**config.mk**
```make
export PLATFORM = sky130hd
export DESIGN_NAME = multi_alarm_ctrl
export DESIGN_NICKNAME = d
export VERILOG_FILES = /design/src/rtl/alarm_pkg.sv /design/src/rtl/alarm_slot.sv /design/src/rtl/multi_alarm_ctrl.sv
export SDC_FILE = /design/constraint.sdc
export NUM_CORES = 1
export LEC_CHECK = 0
export CORE_ASPECT_RATIO = 1.5
export CORE_MARGIN = 2
export CORE_UTILIZATION = 40
export DETAILED_ROUTE_END_ITERATION = 10
export SYNTH_ARGS = -nofsm -noshare
export SYNTH_HDL_FRONTEND = slang
export SYNTH_SLANG_ARGS = --single-unit
```
**constraint.sdc**
```tcl
create_clock -name clk -period 4.4 [get_ports clk]
set_input_delay 1.32 -clock clk [delete_from_list [all_inputs] [get_ports clk]]
set_output_delay 1.32 -clock clk [all_outputs]
set_load 0.02 [all_outputs]
```
**src/rtl/alarm_pkg.sv**
```systemverilog
// rtl/alarm_pkg.sv - shared types and BCD helper for the multi-alarm controller
package alarm_pkg;

  typedef struct packed {
    logic [3:0] h_tens;
    logic [3:0] h_ones;
    logic [3:0] m_tens;
    logic [3:0] m_ones;
  } bcd_hm_t;

  typedef enum logic [1:0] {IDLE, RINGING, SNOOZED} alm_state_e;

  // Two-digit BCD increment that wraps to 00 once value reaches max
  function automatic logic [7:0] bcd_inc_wrap(input logic [7:0] value, input logic [7:0] max);
    logic [7:0] r;
    if (value == max)
      r = 8'h00;
    else if (value[3:0] == 4'd9)
      r = {value[7:4] + 4'd1, 4'd0};
    else
      r = {value[7:4], value[3:0] + 4'd1};
    return r;
  endfunction

endpackage

```
**src/rtl/alarm_slot.sv**
```systemverilog
// rtl/alarm_slot.sv - one HH:MM alarm slot with enable flag and match comparator
module alarm_slot
  import alarm_pkg::*;
(
  input  logic        clk,
  input  logic        rst,
  input  logic        edit_en,
  input  logic        add_hour,
  input  logic        add_minute,
  input  logic        toggle,
  input  logic        match_en,
  input  logic [23:0] current_time,
  output bcd_hm_t     hm,
  output logic        enabled,
  output logic        match
);

  always_ff @(posedge clk or posedge rst) begin
    if (rst) begin
      hm      <= '0;
      enabled <= 1'b0;
    end else begin
      if (edit_en && add_hour)
        {hm.h_tens, hm.h_ones} <= bcd_inc_wrap({hm.h_tens, hm.h_ones}, 8'h23);
      if (edit_en && add_minute)
        {hm.m_tens, hm.m_ones} <= bcd_inc_wrap({hm.m_tens, hm.m_ones}, 8'h59);
      if (toggle)
        enabled <= ~enabled;
    end
  end

  assign match = match_en && enabled && (current_time == {hm, 8'h00});

endmodule

```
**src/rtl/multi_alarm_ctrl.sv**
```systemverilog
// rtl/multi_alarm_ctrl.sv - N-slot alarm controller with snooze limit and ring timeout
module multi_alarm_ctrl
  import alarm_pkg::*;
#(
  parameter int N_ALARMS       = 4,
  parameter int N_LEDS         = 7,
  parameter int RING_TIMEOUT_S = 60,
  parameter int SNOOZE_S       = 300,
  parameter int MAX_SNOOZE     = 3,
  localparam int SEL_W         = (N_ALARMS > 1) ? $clog2(N_ALARMS) : 1
) (
  input  logic                clk,
  input  logic                rst,
  input  logic                clk_1s,
  input  logic [23:0]         current_time,
  input  logic                config_en,
  input  logic [SEL_W-1:0]    alm_sel,
  input  logic                add_hour_pulse,
  input  logic                add_minute_pulse,
  input  logic                toggle_en_pulse,
  input  logic                snooze_pulse,
  input  logic                stop_pulse,
  output logic [23:0]         alm_time,
  output logic [N_ALARMS-1:0] alm_enabled,
  output logic                ringing,
  output logic                snoozed,
  output logic [SEL_W-1:0]    ring_idx,
  output logic [N_LEDS-1:0]   led_seq_out
);

  localparam int RC_W = $clog2(RING_TIMEOUT_S + 1);
  localparam int NC_W = $clog2(SNOOZE_S + 1);
  localparam int SC_W = (MAX_SNOOZE > 0) ? $clog2(MAX_SNOOZE + 1) : 1;

  logic                clk_1s_q, clk_1s_qq, cfg_q;
  logic                tick, cfg_rise;
  bcd_hm_t             slot_hm [N_ALARMS];
  logic [N_ALARMS-1:0] slot_match;
  logic                any_match;
  logic [SEL_W-1:0]    win_idx;

  alm_state_e       state, state_n;
  logic [RC_W-1:0]  ring_cnt, ring_cnt_n;
  logic [NC_W-1:0]  nap_cnt, nap_cnt_n;
  logic [SC_W-1:0]  snooze_cnt, snooze_cnt_n;
  logic [SEL_W-1:0] ring_idx_n;
  logic [N_LEDS-1:0] led_n;

  always_ff @(posedge clk or posedge rst) begin
    if (rst) begin
      clk_1s_q  <= 1'b0;
      clk_1s_qq <= 1'b0;
      cfg_q     <= 1'b0;
    end else begin
      clk_1s_q  <= clk_1s;
      clk_1s_qq <= clk_1s_q;
      cfg_q     <= config_en;
    end
  end

  assign tick     = clk_1s_q & ~clk_1s_qq;
  assign cfg_rise = config_en & ~cfg_q;

  for (genvar i = 0; i < N_ALARMS; i++) begin : g_slot
    alarm_slot u_slot (
      .clk          (clk),
      .rst          (rst),
      .edit_en      (config_en && (alm_sel == SEL_W'(i))),
      .add_hour     (add_hour_pulse),
      .add_minute   (add_minute_pulse),
      .toggle       (toggle_en_pulse && (alm_sel == SEL_W'(i))),
      .match_en     (tick && !config_en),
      .current_time (current_time),
      .hm           (slot_hm[i]),
      .enabled      (alm_enabled[i]),
      .match        (slot_match[i])
    );
  end

  always_comb begin
    alm_time = '0;
    if (int'(alm_sel) < N_ALARMS)
      alm_time = {slot_hm[alm_sel], 8'h00};
  end

  // Scan downward so the lowest matching index is the one left standing
  always_comb begin
    any_match = 1'b0;
    win_idx   = '0;
    for (int i = N_ALARMS - 1; i >= 0; i--) begin
      if (slot_match[i]) begin
        any_match = 1'b1;
        win_idx   = SEL_W'(i);
      end
    end
  end

  always_ff @(posedge clk or posedge rst) begin
    if (rst) begin
      state       <= IDLE;
      ring_cnt    <= '0;
      nap_cnt     <= '0;
      snooze_cnt  <= '0;
      ring_idx    <= '0;
      led_seq_out <= '0;
    end else begin
      state       <= state_n;
      ring_cnt    <= ring_cnt_n;
      nap_cnt     <= nap_cnt_n;
      snooze_cnt  <= snooze_cnt_n;
      ring_idx    <= ring_idx_n;
      led_seq_out <= led_n;
    end
  end

  always_comb begin
    state_n      = state;
    ring_cnt_n   = ring_cnt;
    nap_cnt_n    = nap_cnt;
    snooze_cnt_n = snooze_cnt;
    ring_idx_n   = ring_idx;
    led_n        = led_seq_out;
    unique case (state)
      IDLE: begin
        if (any_match) begin
          state_n      = RINGING;
          ring_idx_n   = win_idx;
          ring_cnt_n   = '0;
          snooze_cnt_n = '0;
          led_n        = N_LEDS'(1);
        end
      end
      RINGING: begin
        if (cfg_rise || stop_pulse || !alm_enabled[ring_idx]) begin
          state_n = IDLE;
        end else if (snooze_pulse) begin
          if (snooze_cnt < SC_W'(MAX_SNOOZE)) begin
            state_n      = SNOOZED;
            snooze_cnt_n = snooze_cnt + 1'b1;
            nap_cnt_n    = '0;
          end else begin
            state_n = IDLE;
          end
        end else if (tick) begin
          ring_cnt_n = ring_cnt + 1'b1;
          led_n      = (led_seq_out << 1) | (led_seq_out >> (N_LEDS - 1));
          if (ring_cnt_n == RC_W'(RING_TIMEOUT_S))
            state_n = IDLE;
        end
      end
      SNOOZED: begin
        if (cfg_rise || stop_pulse || !alm_enabled[ring_idx]) begin
          state_n = IDLE;
        end else if (tick) begin
          nap_cnt_n = nap_cnt + 1'b1;
          if (nap_cnt_n == NC_W'(SNOOZE_S)) begin
            state_n    = RINGING;
            ring_cnt_n = '0;
            led_n      = N_LEDS'(1);
          end
        end
      end
      default: state_n = IDLE;
    endcase
    // LED bar is only lit while actually ringing
    if (state_n != RINGING)
      led_n = '0;
  end

  assign ringing = (state == RINGING);
  assign snoozed = (state == SNOOZED);

endmodule

```
---- After elaboration in Yosys (flattened, before gate mapping) ----
Index checks and enable logic that the tools add are counted.
cells by class
  mux-type cells .......................... 67
  $lt $le $gt $ge ......................... 3
  shifts and indexed selects .............. 0
  reduce and logical (&&, ||, !) cells .... 56
  add/subtract/negate cells ............... 19
  bitwise logic cells ..................... 10
  $mul .................................... 0
  divide/modulo/power cells ............... 0
  eq/ne operators ......................... 44
operators by type and width
  cell                                                   number
  two-way mux 8 bit                                      16
  == test 24 bit                                         4
  adder 4 x 1 -> 4 bit, second input constant            16
  two-way mux 7 bit                                      8
  two-way mux 9 bit                                      5
  two-way mux 6 bit                                      7
  two-way mux 2 bit                                      17
  binary-select mux 16 bit (select 2 bit)                1
  == test 4 bit, second input constant                   8
  == test 8 x 6 -> 1 bit, second input constant          4
  == test 8 x 7 -> 1 bit, second input constant          4
  two-way mux 16 bit                                     2
  logical AND 1 bit                                      25
  case mux 7 bit (3 select lines)                        1
  nonzero test 2 bit                                     10
  case mux 6 bit (3 select lines)                        1
  case mux 9 bit (2 select lines)                        1
  AND reduction 2 bit                                    9
  AND reduction 8 bit                                    2
  inequality test 2 x 1 -> 1 bit, second input constant  5
  inequality test 2 bit, second input constant           5
  adder 9 x 1 -> 9 bit, second input constant            1
  == test 9 bit, second input constant                   1
  inequality test 3 x 1 -> 1 bit, second input constant  3
  other kinds (25)                                       43
storage, ports and cells
  bits in writable memories ............... 0
  memory bits (read-only) ................. 0
  memories kept ........................... 0
  register bits ........................... 99
  latch bits .............................. 0

---- Logic depth before layout (Yosys ltp) ----
Gate-level depths: netlist of the first run.
  depth after elaboration ................. 14
  gate-level depth with buffers ........... 9
  depth with buffers taken out ............ 8

---- Modules after synthesis ----
Synthesis of the first run repeated with hierarchy kept, for this count alone.
second synthesis, totals
  cell total of the unflattened synthesis .. 746
  area total of the unflattened synthesis .. 6911.6 um^2
by module, submodules not included
  module            seq. area each (um^2)  area each (um^2)  instances  cells an instance
  alarm_slot        425.4                  1094.8            4          122
  multi_alarm_ctrl  775.7                  2532.4            1          258

---- Least setup slack after synthesis of the first run ----
Ideal clock, no wire load.
  path type ............................... input port to output port
  start point ............................. input alm_sel[0]
  end point ............................... output alm_time[14]
  data arrival time ....................... 2612 ps
  path slack .............................. 468 ps
  path buffers ............................ 3
  cell stages on the path ................. 4
  data required time ...................... 3080 ps
  path through ............................ buf_2 > buf_1 > clkbuf_1 > mux4_2
on the way
  word-level cells in the longest chain between the ends .. 4
ends and longest elaborated chain
  item                                                   RTL line                source
  start, declared                                        multi_alarm_ctrl.sv:17  input logic [SEL_W-1:0] alm_sel,
  NOT 2 -> 3 bit (not written as such)                   multi_alarm_ctrl.sv:83  alm_time = {slot_hm[alm_sel], 8'h00};
  binary-select mux 16 bit (select 2 bit)                multi_alarm_ctrl.sv:83
  two-way mux 16 bit (not written as such) (2 in a row)  multi_alarm_ctrl.sv:83
  end, declared                                          multi_alarm_ctrl.sv:23  output logic [23:0] alm_time,
No other way between the ends. The select of a mux whose other input is x is not followed.

---- Final worst setup path of the first run ----
  start point ............................. input alm_sel[0]
  end point ............................... output alm_time[13]
The elaborated chain is that of the path after synthesis.

==> results of run 1 <==
## worst max-delay path, stage by stage
cell             delay, ns
clkdlybuf4s50_1       0.48
buf_4                 0.14
mux4_2                0.51
clkdlybuf4s50_1       0.55
## cell families after synthesis
family / synth area share [%]
compound gates: 13.7
xor+xnor: 8.92
fa+ha+maj: 6.82
buf+inv: 4.88
flops: 35.5
mux: 7.45
other cells: 0.0538
simple gates: 22.6
## through the flow
| step | power [uW] | setup TNS [ns] |
|---|---|---|
| 2_1_floorplan | 2060 | 0 |
| 3_3_place_gp | 2450 | -0.141 |
| 4_1_cts | 3310 | 0 |
| 5_1_grt | 3490 | 0 |
| 6_report | 3290 | 0 |
| 3_5_place_dp | 2500 | -0.210 |
## flip-flops by register name (all words and copies together), names as in the netlist, 2 cells and up
name and count:
g_slot.u_slot.enabled 4, g_slot.u_slot.hm 64, led_seq_out 7, nap_cnt 9, ring_cnt 6, ring_idx 2
snooze_cnt 2, state 2
## timing repair
action	4_1_cts	5_1_grt
endpoints found under the setup margin	12	2
cloned	0	0
gates resized for setup	12	2
## layout make-up
cell class / instances / area, um^2 / share of cell area, %
inverters: 34 / 130 / 1.60
repair buffers: 76 / 748 / 9.23
flip-flops and latches: 99 / 2480 / 30.6
multi-input cells: 590 / 4180 / 51.6
clock buffers: 13 / 260 / 3.21
well taps: 213 / 267 / 3.29
clock inverters: 3 / 46.3 / 0.571
## layer usage
layer | routed length, um | vias up
met5 | 0 | -
met2 | 9860 | 174
met4 | 765 | 0
met1 | 7600 | 2936
met3 | 820 | 38
li1 | - | 2796
## cells in the final DEF, fill, tap and decap left out, types with 31 or more instances in the layout
cell type        Yosys  layout
xnor2_1             40      40
xor2_1              31      31
nand3_1             38      38
nor2_1              36      36
inv_1               34      33
ha_1                38      38
nand2_1             85      85
o21ai_0             58      58
dfrtp_1             99      99
clkdlybuf4s50_1      0      51
## path summary, 6_finish.rpt
kind / from / endpoint / slack, ns / cells past startpoint
min in group asynchronous: rst / g_slot[2].u_slot.hm[8] / 1.43 / 2
worst min-delay path: clk_1s_q / clk_1s_qq / 0.40 / 0
worst max register to register: nap_cnt[0] / ring_cnt[4] / 1.76 / 8
max in group asynchronous: rst / g_slot[2].u_slot.hm[7] / 2.24 / 3
worst min register to register: clk_1s_q / clk_1s_qq / 0.40 / 0
worst max-delay path: alm_sel[0] / alm_time[13] / 0.08 / 4
## power groups by stage
stage,Clock (uW),Combinational [uW],Sequential (uW)
after floorplan,0,746,1320
after global placement,0,987,1460
after detailed placement,0,1030,1470
after CTS,845,1010,1460
after global routing,887,1110,1500
final,825,1010,1460
==> metrics.csv, run 1 <==
metric,value,unit
synth_area_per_cell,9.23,um^2
dr.pass1.iters,5,
cts_max_level,3,
fin_area,8110,um^2
grt_use_total,21.0,%
grt.overflow.total,0,
grt_util_met2,36.9,%
hp-class,reg2reg,
clk_latency,0.35,ns
placed_cells,1012,
antenna_cells,0,
antenna_found_initial,0,
yosysUniqueCellTypes,65,
clock_path_buffers,2,
power_density,406,nW/um^2
critical_path_peak_fanout,4,
seqPwrFrac,44.4,%
hold-worst-slack,0.402,ns
wl_per_cell,18.5,um
ctsHoldBuffers,0,
yosys-top-cells-count,"99 x dfrtp_1, 85 x nand2_1, 58 x o21ai_0",
combPwrFrac,30.6,%
grt_max_degree,52,
use_met3,3.07,%
status,"finished, final reports clean",
n_fill_cell,1642,
synth_area_leaders,"dfrtp_1 36%, ha_1 6.8%, mux4_2 5.5%",
wl,19.0,mm
drt_iter0_markers,319,
swShare,37.7,%
die-area,18500,um^2
syn_to_final_growth,16.3,%
start_util,40.5,%
grt_pass1_vias,5898,
worstSetupPathType,in2out,
synthFlopType,dfrtp_1,
p_int,2050,uW
post-dp-hpwl,14.5,mm
ys_warn_count,0,
max_freq,232,MHz
vias_per_cell,5.78,
worstMarginPinSlew,0.915,ns
fp.dieW,112,um
post-synth-top-count-cell,dfrtp_1,
end_kind,output pin,
cts_tree,done,
final_util,47.1,%
num_vias,5944,
switchingPower,1240,uW
rsz0062_at_grt,no,
ys_seq_area_share,35.5,%
postRouteAntennaNets,0,
drive_gt1_share,8.59,%
synth_top_area_cell,dfrtp_1,
cts_sinks,99,
io_pins,74,
grt_first_pass_wirelength,30.9,mm
synth_seq_cells,99,
path_clk_slew,0.07,ns
maxCapViolCount,0,
nets,883,
maxSlewViolCount,0,
skew,0.00921,ns
cts_made_buffers,9,
async_reset_ff_share,100,%
post-place-ws,-0.0304,ns
rows,59,
io_buffers,65,
post-route-period-util,98.2,%
clkPwrFrac,25.1,%
leakage,0.00356,uW
place.gp.congestion,0.930,
synth-edff-count,0,
cp_data_required_time,3.08,ns
drc,0,
fin_cells,1028,
netlist_area,6970,um^2
dpl_cell_area,7810,um^2
hold_viol,0,
core_area,17200,um^2
grt_util_met1,24.9,%
post_cts_buffers,0,
finalSetupViolCount,0,
busiest_layer,met2,
die_h,166,um
crit_path_start_kind,input pin,
cts_root_buf,clkbuf_16,
syn_inst,755,
fin_crit,4.32,ns
peakVddDrop,0.232,mV
yosysTopAreaCellShare,35.5,%
fin_ws,0.0806,ns
worst_ep_arrival_time,3.00,ns
slew_headroom,39.0,%
Note: power is estimated with default switching activity, not from simulation.
==> inputs of run 2 (changes only) <==
- SKIP_CTS_REPAIR_TIMING: not set -> 1
==> metrics.csv, run 2 (synthesis results as in run 1) <==
metric,value,unit
fp.dieW,112,um
die_h,166,um
peakVddDrop,0.232,mV
num_vias,5946,
maxSlewViolCount,0,
grt_pass1_vias,5900,
dr.pass1.iters,5,
worst_ep_arrival_time,3.00,ns
hp-class,reg2reg,
drt_iter0_markers,256,
post-dp-hpwl,14.5,mm
power_density,406,nW/um^2
grt_first_pass_wirelength,30.9,mm
busiest_layer,met2,
fin_crit,4.32,ns
antenna_found_initial,0,
n_fill_cell,1637,
cp_data_required_time,3.08,ns
cts_max_level,3,
reg2regPathDepth,8,
io_pins,74,
largest_register,g_slot.u_slot.hm,
leakage,0.00369,uW
maxCapViolCount,0,
core_area,17200,um^2
grt_util_met1,24.9,%
clk_latency,0.35,ns
rrSetupSlack,1.77,ns
die-area,18500,um^2
crit_path_start_kind,input pin,
max_freq,231,MHz
antenna_cells,0,
wl_per_cell,18.6,um
post-route-period-util,98.2,%
start_util,40.5,%
grt.overflow.total,0,
worstMarginPinSlew,0.898,ns
slew_headroom,39.9,%
io_buffers,65,
rows,59,
grt_use_total,21.0,%
fin_cells,1028,
worstSetupPathType,in2out,
skew,0.0104,ns
cts_tree,done,
drive_gt1_share,8.59,%
rr_endpoint,ring_cnt[4],
clock_path_buffers,2,
final_cell_mix,"99 x dfrtp_1, 85 x nand2_1, 58 x o21ai_0",
end_kind,output pin,
cts_sinks,99,
drc,0,
cts_made_buffers,9,
crit_start,alm_sel[0],
rsz0062_at_grt,no,
largest_reg_flops,64,
hold_viol,0,
endpoint,alm_time[13],
cts_root_buf,clkbuf_16,
status,"finished, final reports clean",
placed_cells,1012,
hold-worst-slack,0.402,ns
place.gp.congestion,0.930,
postRouteAntennaNets,0,
vias_per_cell,5.78,
use_met3,3.07,%
grt_max_degree,52,
critical_path_peak_fanout,4,
r2r-start,nap_cnt[0],
nets,883,
grt_util_met2,36.8,%
path_clk_slew,0.07,ns
finalSetupViolCount,0,
wl,19.1,mm
syn_to_final_growth,17.0,%
reg_top3,"g_slot.u_slot.hm x64, nap_cnt x9, led_seq_out x7",
final_common_cell,dfrtp_1,
-- run 2: cell types whose count changed in the layout (fill, tap and decap cells not counted) --
cell	before	now
dlymetal6s2s_1	2	14
dlygate4sd2_1	12	0
-- run 2: layer usage --
metal / vias to the layer above / part of all wire (%)
li1: 2789 / -
met1: 2938 / 40
met2: 180 / 52
met3: 39 / 4.3
met4: 0 / 4.0
met5: - / 0
-- run 2: power by group --
part / switching (uW) / internal [uW] / leakage (uW)
clock: 350 / 474 / 0.000146
sequential: 379 / 1080 / 0.00127
combinational: 511 / 512 / 0.00227
-- run 2: metrics by stage --
step	instance area (um^2)	utilization [%]	setup TNS [ns]	total power, uW	setup slack, ns
after global placement	7810	45.4	-0.141	2450	-0.0185
after floorplan	7000	-	0	2060	0.468
after global routing	8150	47.4	0	3500	0.0359
final	8150	47.4	0	3310	0.0786
after detailed placement	7810	45.4	-0.210	2500	-0.0304
after CTS	8120	47.2	-0.272	3340	-0.0456
-- run 2: worst min path at each step --
stage	start	end	cells after the start	slack, ns
global placement	clk_1s_q	clk_1s_qq	0	0.39
CTS	clk_1s_q	clk_1s_qq	0	0.40
floorplan	clk_1s_q	clk_1s_qq	0	0.37
detailed placement	clk_1s_q	clk_1s_qq	0	0.38
finish	clk_1s_q	clk_1s_qq	0	0.40
global route	clk_1s_q	clk_1s_qq	0	0.42
-- run 2: area by class of cell --
cell class	instances	area (um^2)	area share, %
Clock buffer	13	260	3.19
Clock inverter	3	46.3	0.568
Tap cell	213	267	3.27
Timing Repair Buffer	76	793	9.73
Multi-Input combinational cell	590	4180	51.3
Inverter	34	130	1.60
Sequential cell	99	2480	30.4
-- run 2: critical path, stage by stage --
cell	delay, ns
clkdlybuf4s50_1	0.48
buf_4	0.14
mux4_2	0.51
clkdlybuf4s50_1	0.55
==> inputs of run 3 (changes only) <==
- MAX_ROUTING_LAYER: not set -> met4
==> metrics.csv, run 3 (synthesis results as in run 1) <==
metric,value,unit
status,"finished, final reports clean",
reg_top3,"g_slot.u_slot.hm x64, nap_cnt x9, led_seq_out x7",
leakage,0.00369,uW
path_cells,clkdlybuf4s50_1 > buf_4 > mux4_2 > clkdlybuf4s50_1,
die-area,18500,um^2
critPathMaxStageDelay,0.55,ns
final_cell_mix,"99 x dfrtp_1, 85 x nand2_1, 58 x o21ai_0",
clock_path_buffers,2,
start_util,40.5,%
maxCapViolCount,0,
reg2regPathDepth,8,
max_freq,232,MHz
post-route-period-util,98.1,%
grt_first_pass_wirelength,30.9,mm
met3_length,782,um
route.met2.wl,9.84,mm
largest_register,g_slot.u_slot.hm,
skew,0.00951,ns
multi_input_area,4180,um^2
peakVddDrop,0.232,mV
wl_per_cell,18.6,um
drive_gt1_share,8.59,%
grt_pass1_vias,5924,
r2r-start,nap_cnt[0],
critical_path_peak_fanout,4,
hold_depth,0,
worst_ep_arrival_time,2.99,ns
dr.pass1.iters,5,
path_clk_slew,0.07,ns
grt.overflow.total,0,
fin_crit,4.31,ns
hp-start,clk_1s_q,
hp-class,reg2reg,
hold_viol,0,
rr_endpoint,ring_cnt[4],
cts_sinks,99,
crit_path_start_kind,input pin,
antenna_found_initial,0,
syn_to_final_growth,17.0,%
crit_top_cell,clkdlybuf4s50_1,
grt_max_degree,52,
worstSetupPathType,in2out,
regArea,2480,um^2
end_kind,output pin,
drc,0,
num_vias,5922,
final_util,47.4,%
cp_data_required_time,3.08,ns
antenna_cells,0,
top_layer,met4,
io_pins,74,
vias_per_cell,5.76,
hold_end,clk_1s_qq,
fp.dieW,112,um
die_h,166,um
largest_reg_flops,64,
cts_made_buffers,9,
final_common_cell,dfrtp_1,
hold-worst-slack,0.402,ns
wl,19.1,mm
cts_max_level,3,
rows,59,
rsz0062_at_grt,no,
core_area,17200,um^2
post-dp-hpwl,14.5,mm
worstMarginPinSlew,0.927,ns
nets,883,
io_buffers,65,
rrSetupSlack,1.77,ns
maxSlewViolCount,0,
finalSetupViolCount,0,
power_density,406,nW/um^2
n_fill_cell,1637,
clk_latency,0.35,ns
drt_iter0_markers,317,
postRouteAntennaNets,0,
slew_headroom,38.2,%
place.gp.congestion,0.946,
m1WireLength,7.67,mm
slowest_stage,clkdlybuf4s50_1,
cts_root_buf,clkbuf_16,
cts_tree,done,
grt_use_total,21.6,%
run 3: cell counts in the layout (fill, tap and decap cells not counted):
No cell type changed its count.
run 3: worst max path at each step:
stage | depth (start not counted) | slack [ns] | endpoint | startpoint
after global placement | 4 | -0.02 | alm_time[14] | alm_sel[1]
after global routing | 4 | 0.04 | alm_time[12] | alm_sel[0]
after detailed placement | 4 | -0.03 | alm_time[19] | alm_sel[1]
after CTS | 4 | -0.05 | alm_time[20] | alm_sel[1]
after floorplan | 4 | 0.47 | alm_time[14] | alm_sel[0]
final | 4 | 0.09 | alm_time[13] | alm_sel[0]
run 3: through the flow:
stage / instances / area, um^2 / total power (uW) / worst slack, ns / setup TNS, ns
2_1_floorplan: 762 / 7000 / 2060 / 0.468 / 0
3_3_place_gp: 1012 / 7810 / 2450 / -0.0185 / -0.141
3_5_place_dp: 1012 / 7810 / 2500 / -0.0304 / -0.210
4_1_cts: 1028 / 8120 / 3340 / -0.0456 / -0.272
5_1_grt: 1028 / 8150 / 3510 / 0.0359 / 0
6_report: 1028 / 8150 / 3310 / 0.0852 / 0
run 3: final cells by class:
cell class                 instances  share of cell area (%)
inverter                          34                    1.60
timing repair buffer              76                    9.73
sequential                        99                    30.4
clock inverter                     3                   0.568
multi-input combinational        590                    51.3
tap                              213                    3.27
clock buffer                      13                    3.19
run 3: metal layers:
metal	up-vias	global-route usage [%]
li1	2791	-
met1	2928	24.9
met2	161	36.6
met3	42	3.33
met4	0	10.3
met5	-	-
run 3: where the power goes:
part | switching (uW) | internal [uW] | leakage [uW]
Combinational | 511 | 512 | 0.00227
Clock | 350 | 474 | 0.000146
Sequential | 379 | 1080 | 0.00127
Total | 1240 | 2070 | 0.00369
run 3: critical path: cells and delay by family:
family	cells	cell delay [ns]
mux	1	0.50
buf+inv	3	1.17
